==> config.mk <==
export PLATFORM = sky130hd
export DESIGN_NAME = mem_addr_unit
export DESIGN_NICKNAME = d
export VERILOG_FILES = /design/src/rtl/mem_addr_unit.sv
export SDC_FILE = /design/constraint.sdc
export NUM_CORES = 1
export LEC_CHECK = 0
export BUFFER_PORTS_ARGS = -buffer_cell sky130_fd_sc_hd__buf_2
export CAP_MARGIN = 20
export CORE_UTILIZATION = 46
export DETAILED_ROUTE_END_ITERATION = 16
export HOLD_SLACK_MARGIN = 0.05
export MAX_ROUTING_LAYER = met4
export PLACE_DENSITY = 0.9
export SETUP_SLACK_MARGIN = 0.3
export SLEW_MARGIN = 5
export SYNTH_ARGS = -nofsm -noshare
export SYNTH_HDL_FRONTEND = slang
export SYNTH_SLANG_ARGS = --single-unit
==> constraint.sdc <==
create_clock -name clk -period 5.4 [get_ports clk]
set_clock_uncertainty 0.1 [all_clocks]
set_input_delay 1.08 -clock clk [delete_from_list [all_inputs] [get_ports clk]]
set_output_delay 1.08 -clock clk [all_outputs]
set_load 0.01 [all_outputs]
==> src/rtl/mem_addr_unit.sv <==
// -----------------------------------------------------------------------------
// mem_addr_unit
//
// Registered memory-address selector for the multicycle datapath. One of NSRC
// address sources is latched on a request and presented to memory until memory
// answers with mem_ready or a wait-cycle watchdog gives up on the access.
//
// Optional feature macro: MEM_ADDR_ALIGN_CHECK_EN
//   defined   : misaligned half/word requests are redirected to EXC_VECTOR
//               through the FAULT state with misalign raised.
//   undefined : every request issues its selected address, misalign is 0
//               and size is unused.
//
// Ports:
//   clk        in   clock, rising edge
//   reset_n    in   asynchronous active-low reset
//   sel        in   source index (0 PC, 1 exception, 2 ALU, 3 result);
//                   out-of-range values select slot 0
//   src_flat   in   concatenated sources, slot i at [i*WIDTH +: WIDTH]
//   size       in   00 byte, 01 half, 1x word
//   req        in   access request, only sampled while idle
//   mem_ready  in   memory accepted the presented address
//   addr_out   out  registered address, held after the access ends
//   addr_valid out  addr_out is being presented to memory
//   misalign   out  current access is an alignment-fault redirect
//   timeout    out  one-cycle pulse when the watchdog aborts an access
//   busy       out  an access is in progress
// -----------------------------------------------------------------------------
`timescale 1ns/1ps

module mem_addr_unit #(
  parameter int unsigned WIDTH      = 32,
  parameter int unsigned NSRC       = 4,
  parameter int unsigned SELW       = $clog2(NSRC),
  parameter logic [31:0] EXC_VECTOR = 32'h000000FD,
  parameter int unsigned TIMEOUT    = 255
) (
  input  logic                  clk,
  input  logic                  reset_n,
  input  logic [SELW-1:0]       sel,
  input  logic [NSRC*WIDTH-1:0] src_flat,
  input  logic [1:0]            size,
  input  logic                  req,
  input  logic                  mem_ready,
  output logic [WIDTH-1:0]      addr_out,
  output logic                  addr_valid,
  output logic                  misalign,
  output logic                  timeout,
  output logic                  busy
);

  localparam int unsigned CntW = (TIMEOUT < 1) ? 1 : $clog2(TIMEOUT + 1);
  localparam logic [CntW-1:0] CntMax = CntW'(TIMEOUT);

`ifdef MEM_ADDR_ALIGN_CHECK_EN
  localparam logic [WIDTH-1:0] ExcAddr = WIDTH'(EXC_VECTOR);

  typedef enum logic [1:0] {
    StIdle,
    StIssue,
    StFault
  } state_e;
`else
  typedef enum logic [0:0] {
    StIdle,
    StIssue
  } state_e;
`endif

  state_e           r_state_q, w_state_d;
  logic [WIDTH-1:0] r_addr_q, w_addr_d;
  logic             r_valid_q, w_valid_d;
  logic             r_mis_q, w_mis_d;
  logic             r_timeout_q, w_timeout_d;
  logic [CntW-1:0]  r_wait_q, w_wait_d;
  logic [CntW-1:0]  w_wait_inc;
  logic [WIDTH-1:0] w_src;

  // Source mux; any index without a matching slot falls back to slot 0 (PC).
  always_comb begin
    w_src = src_flat[WIDTH-1:0];
    for (int i = 1; i < int'(NSRC); i++) begin
      if (sel == SELW'(i)) begin
        w_src = src_flat[i*WIDTH +: WIDTH];
      end
    end
  end

`ifdef MEM_ADDR_ALIGN_CHECK_EN
  logic w_fault;

  always_comb begin
    w_fault = 1'b0;
    unique case (size)
      2'b01:        w_fault = w_src[0];
      2'b10, 2'b11: w_fault = |w_src[1:0];
      default:      w_fault = 1'b0;
    endcase
  end
`else
  logic w_unused_size;
  assign w_unused_size = ^size;
`endif

  // Saturating so the counter can never wrap back into a live range.
  assign w_wait_inc = (r_wait_q == CntMax) ? r_wait_q : r_wait_q + 1'b1;

  always_comb begin
    w_state_d   = r_state_q;
    w_addr_d    = r_addr_q;
    w_valid_d   = r_valid_q;
    w_mis_d     = r_mis_q;
    w_timeout_d = 1'b0;
    w_wait_d    = r_wait_q;

    unique case (r_state_q)
      StIdle: begin
        w_valid_d = 1'b0;
        w_mis_d   = 1'b0;
        w_wait_d  = '0;
        if (req) begin
          w_valid_d = 1'b1;
`ifdef MEM_ADDR_ALIGN_CHECK_EN
          if (w_fault) begin
            w_state_d = StFault;
            w_addr_d  = ExcAddr;
            w_mis_d   = 1'b1;
          end else begin
            w_state_d = StIssue;
            w_addr_d  = w_src;
          end
`else
          w_state_d = StIssue;
          w_addr_d  = w_src;
`endif
        end
      end

      // ISSUE and FAULT share the handshake and watchdog behaviour.
      default: begin
        if (mem_ready) begin
          // mem_ready takes priority over a watchdog expiry in the same cycle.
          w_state_d = StIdle;
          w_valid_d = 1'b0;
          w_mis_d   = 1'b0;
          w_wait_d  = '0;
        end else if (w_wait_inc == CntMax) begin
          w_state_d   = StIdle;
          w_valid_d   = 1'b0;
          w_mis_d     = 1'b0;
          w_timeout_d = 1'b1;
          w_wait_d    = '0;
        end else begin
          w_wait_d = w_wait_inc;
        end
      end
    endcase
  end

  always_ff @(posedge clk or negedge reset_n) begin
    if (!reset_n) begin
      r_state_q   <= StIdle;
      r_addr_q    <= '0;
      r_valid_q   <= 1'b0;
      r_mis_q     <= 1'b0;
      r_timeout_q <= 1'b0;
      r_wait_q    <= '0;
    end else begin
      r_state_q   <= w_state_d;
      r_addr_q    <= w_addr_d;
      r_valid_q   <= w_valid_d;
      r_mis_q     <= w_mis_d;
      r_timeout_q <= w_timeout_d;
      r_wait_q    <= w_wait_d;
    end
  end

  assign addr_out   = r_addr_q;
  assign addr_valid = r_valid_q;
  assign misalign   = r_mis_q;
  assign timeout    = r_timeout_q;
  assign busy       = (r_state_q != StIdle);

endmodule

==> flow_metrics.tcl <==
set metrics [dict create \
    outcome "finished clean" \
    die_x_um 78.3 \
    max_clock_freq_mhz 434 \
    synthCells 253 \
    cts_tree "done" \
    grt_pass1_wl_um 11700 \
    final_layout_size_suffix_gt1_share_pct 53.9 \
    detail-route-antenna-nets 0 \
    path_delay_family "simple AND/OR/NAND/NOR gates" \
    grt_use_total_pct 25.6 \
    cp_max_fo 11 \
    yosys_register_bits 43 \
    ys.flop_type "dfrtp_1" \
    htreeDepth 2 \
    wl_per_cell_um 15.2 \
    crit_buf_inv 0 \
    syn_to_final_growth_pct 36.2 \
    combPwrFrac_pct 34.3 \
    layout.cells.non_filler 484 \
    min_period_ps 2300 \
    hp-class "register to register" \
    clock_latency_ps 290 \
    path_cells "ha_1, and4_2, a21boi_0, nor3_2, and3_2" \
    irDropWorstVdd_v 0.000148 \
    p_leak_nw 1.88 \
    hold_buffers 0 \
    p_per_area_mw_per_mm2 298 \
    drt_iter0_markers 200 \
    postCtsSetupBuffers 0 \
    die_h_um 78.3 \
    grt_setup_unrepaired "no" \
    placed_area_mm2 0.00352 \
    p_clk_share_pct 23.2 \
    gp_congestion 0.840 \
    rows 27 \
    setup_viol 0 \
    cp.required_ps 5530 \
    antenna_found_initial 0 \
    cts_made_buffers 5 \
    sw_frac_of_total_pct 33.1 \
    clk_pin_slew_ps 80 \
    place_inst 475 \
    intPower_mw 0.728 \
    synth_nets 390 \
    synth_area_mm2 0.00268 \
    pwr-share-seq_pct 42.5 \
    port_buffers 168 \
    grt_start_max_net_pins 44 \
    max_stage_delay_ps 590 \
    core-area_mm2 0.00557 \
    maxSlewViolCount 0 \
    grtUsageMet3_pct 4.30 \
    hold_viol 0 \
    design_area_mm2 0.00365 \
    power_switching_mw 0.360 \
    fin_ws_ps 3100 \
    synth_seq_area_share_pct 40.1 \
    syn_area_per_cell_um2 10.6 \
    critPathKind "register to register" \
    vias 2582 \
    numClockSinks 43 \
    max-slew-margin-rel_pct 36.4 \
    cts_repair_resize_count 0 \
    crit_path_top_delay_cell "nor3_2" \
    synth_cell_types 37 \
    worst_setup_path_start_kind "register" \
    wl_um 7340 \
    synth-edff-count 0 \
    grt_pass1_vias 2554 \
    dp_hpwl_um 5650 \
    post-place-ws_ps 2490 \
    regToRegSetupSlack_ps 3100 \
    cp-end-kind "register" \
    fin_crit_sh_pct 42.6 \
    worstPathArrival_ps 2440 \
    finalSetupTns_ps 0 \
    synth-async-reset-ratio_pct 100 \
    cts_root_buf "clkbuf_8" \
    dieArea_mm2 0.00614 \
    totalPowerFinal_mw 1.09 \
    yosys_warnings 0 \
    io_pins 172 \
    firstDrtPassIters 4 \
    grt.met1_usage_pct 29.5 \
    grt-ovfl-total 0 \
    initial_core_util_pct 48.1 \
    grt.busiest_layer "met2" \
    drv_cap 0 \
    drc_errors 0 \
    clockBufferDepth 2 \
    via_per_inst 5.33 \
    layout.nets 548 \
    diodes 0 \
    met2_usage_pct 46.1 \
    tightest_slew_ps 954 \
]
## cells in the mapped netlist (2+ instances only)
cell / instances / area share (%)
inv_1: 3 / 0.42
o21ai_0: 6 / 1.1
dfrtp_1: 43 / 40
buf_6: 3 / 1.3
nor2_1: 2 / 0.28
o21bai_1: 2 / 0.56
a211oi_1: 6 / 1.7
nor2b_1: 3 / 0.70
a21oi_1: 2 / 0.37
and3_1: 2 / 0.47
nor3_1: 3 / 0.56
nand2b_1: 2 / 0.47
buf_4: 2 / 0.56
a21boi_0: 2 / 0.56
mux2i_1: 2 / 0.75
nand4_1: 2 / 0.47
nand2_1: 103 / 14
mux4_2: 32 / 27
clkbuf_1: 9 / 1.3
buf_1: 2 / 0.28
nand3_1: 3 / 0.56
buf_2: 4 / 0.75
## stage by stage
stage / utilization, % / hold slack (ps)
after floorplan: - / 414
after global placement: 63.1 / 353
after detailed placement: 63.1 / 357
after CTS: 65.2 / 378
after global routing: 65.5 / 400
final: 65.5 / 372
## final cells by class
cell class                 count  area [µm²]
tap                           72        90.1
fill                         481        1920
inverter                       3        11.3
clock inverter                 3        43.8
timing repair buffer         171         876
clock buffer                   5        68.8
multi-input combinational    187        1490
sequential                    43        1080
## routing by layer
layer / routed length [µm] / up-vias
met3: 441 / 7
met4: 91 / 0
li1: - / 1210
met5: 0 / -
met2: 4000 / 122
met1: 2810 / 1243
## power by group through the flow
stage	Combinational, mW	Sequential, mW	Clock [mW]
3_5_place_dp	0.378	0.465	0
4_1_cts	0.377	0.461	0.257
3_3_place_gp	0.364	0.462	0
2_1_floorplan	0.159	0.507	0
6_report	0.373	0.462	0.253
5_1_grt	0.412	0.473	0.274
## worst min-delay path, stage by stage, from the launching register on
cell     delay [ps]
dfrtp_1         340
nand2_1          50
nand2_1          50
## kinds of logic after synthesis
group,after synthesis,share of synthesized area [%]
compound gates,24,6.95
xor+xnor,1,0.327
fa+ha+maj,2,0.887
buf+inv,23,4.53
flops,43,40.1
mux,34,27.6
other cells,1,0.140
simple gates,125,19.4
## flip-flops by register name (all words and copies together), names as in the netlist
| signal | flops |
|---|---|
| timeout | 1 |
| r_wait_q | 8 |
| addr_out | 32 |
| busy | 1 |
| addr_valid | 1 |
## layout by cell type (no fill, tap or decap), drive strengths merged
cell type and n:
a211oi 6, a21oi 2, nand2b 2, ha 1, o21bai 2, a221oi 1
conb 1, a2111oi 1, a21boi 2, inv 3, a311oi 1, nand3 3
clkbuf 5, nor2 3, and3 3, maj3 1, o211ai 1, and4 1
mux2i 2, xor2 1, dfrtp 43, o21ai 6, bufinv 1, or2 1
clkinv 2, mux4 32, nor3 4, nand4 2, nand2 103, buf 171
a22oi 1, a31oi 1, nor2b 3
## path summary, 6_finish.rpt
path,startpoint,to,cells past startpoint
hold / removal,addr_out[12],addr_out[12],2
min in group asynchronous,reset_n,addr_valid,1
setup / recovery,r_wait_q[0],timeout,5
max in group asynchronous,reset_n,addr_out[15],1
hold reg to reg,addr_out[12],addr_out[12],2
setup reg to reg,r_wait_q[0],timeout,5
Power figures use the tool's default switching activity.
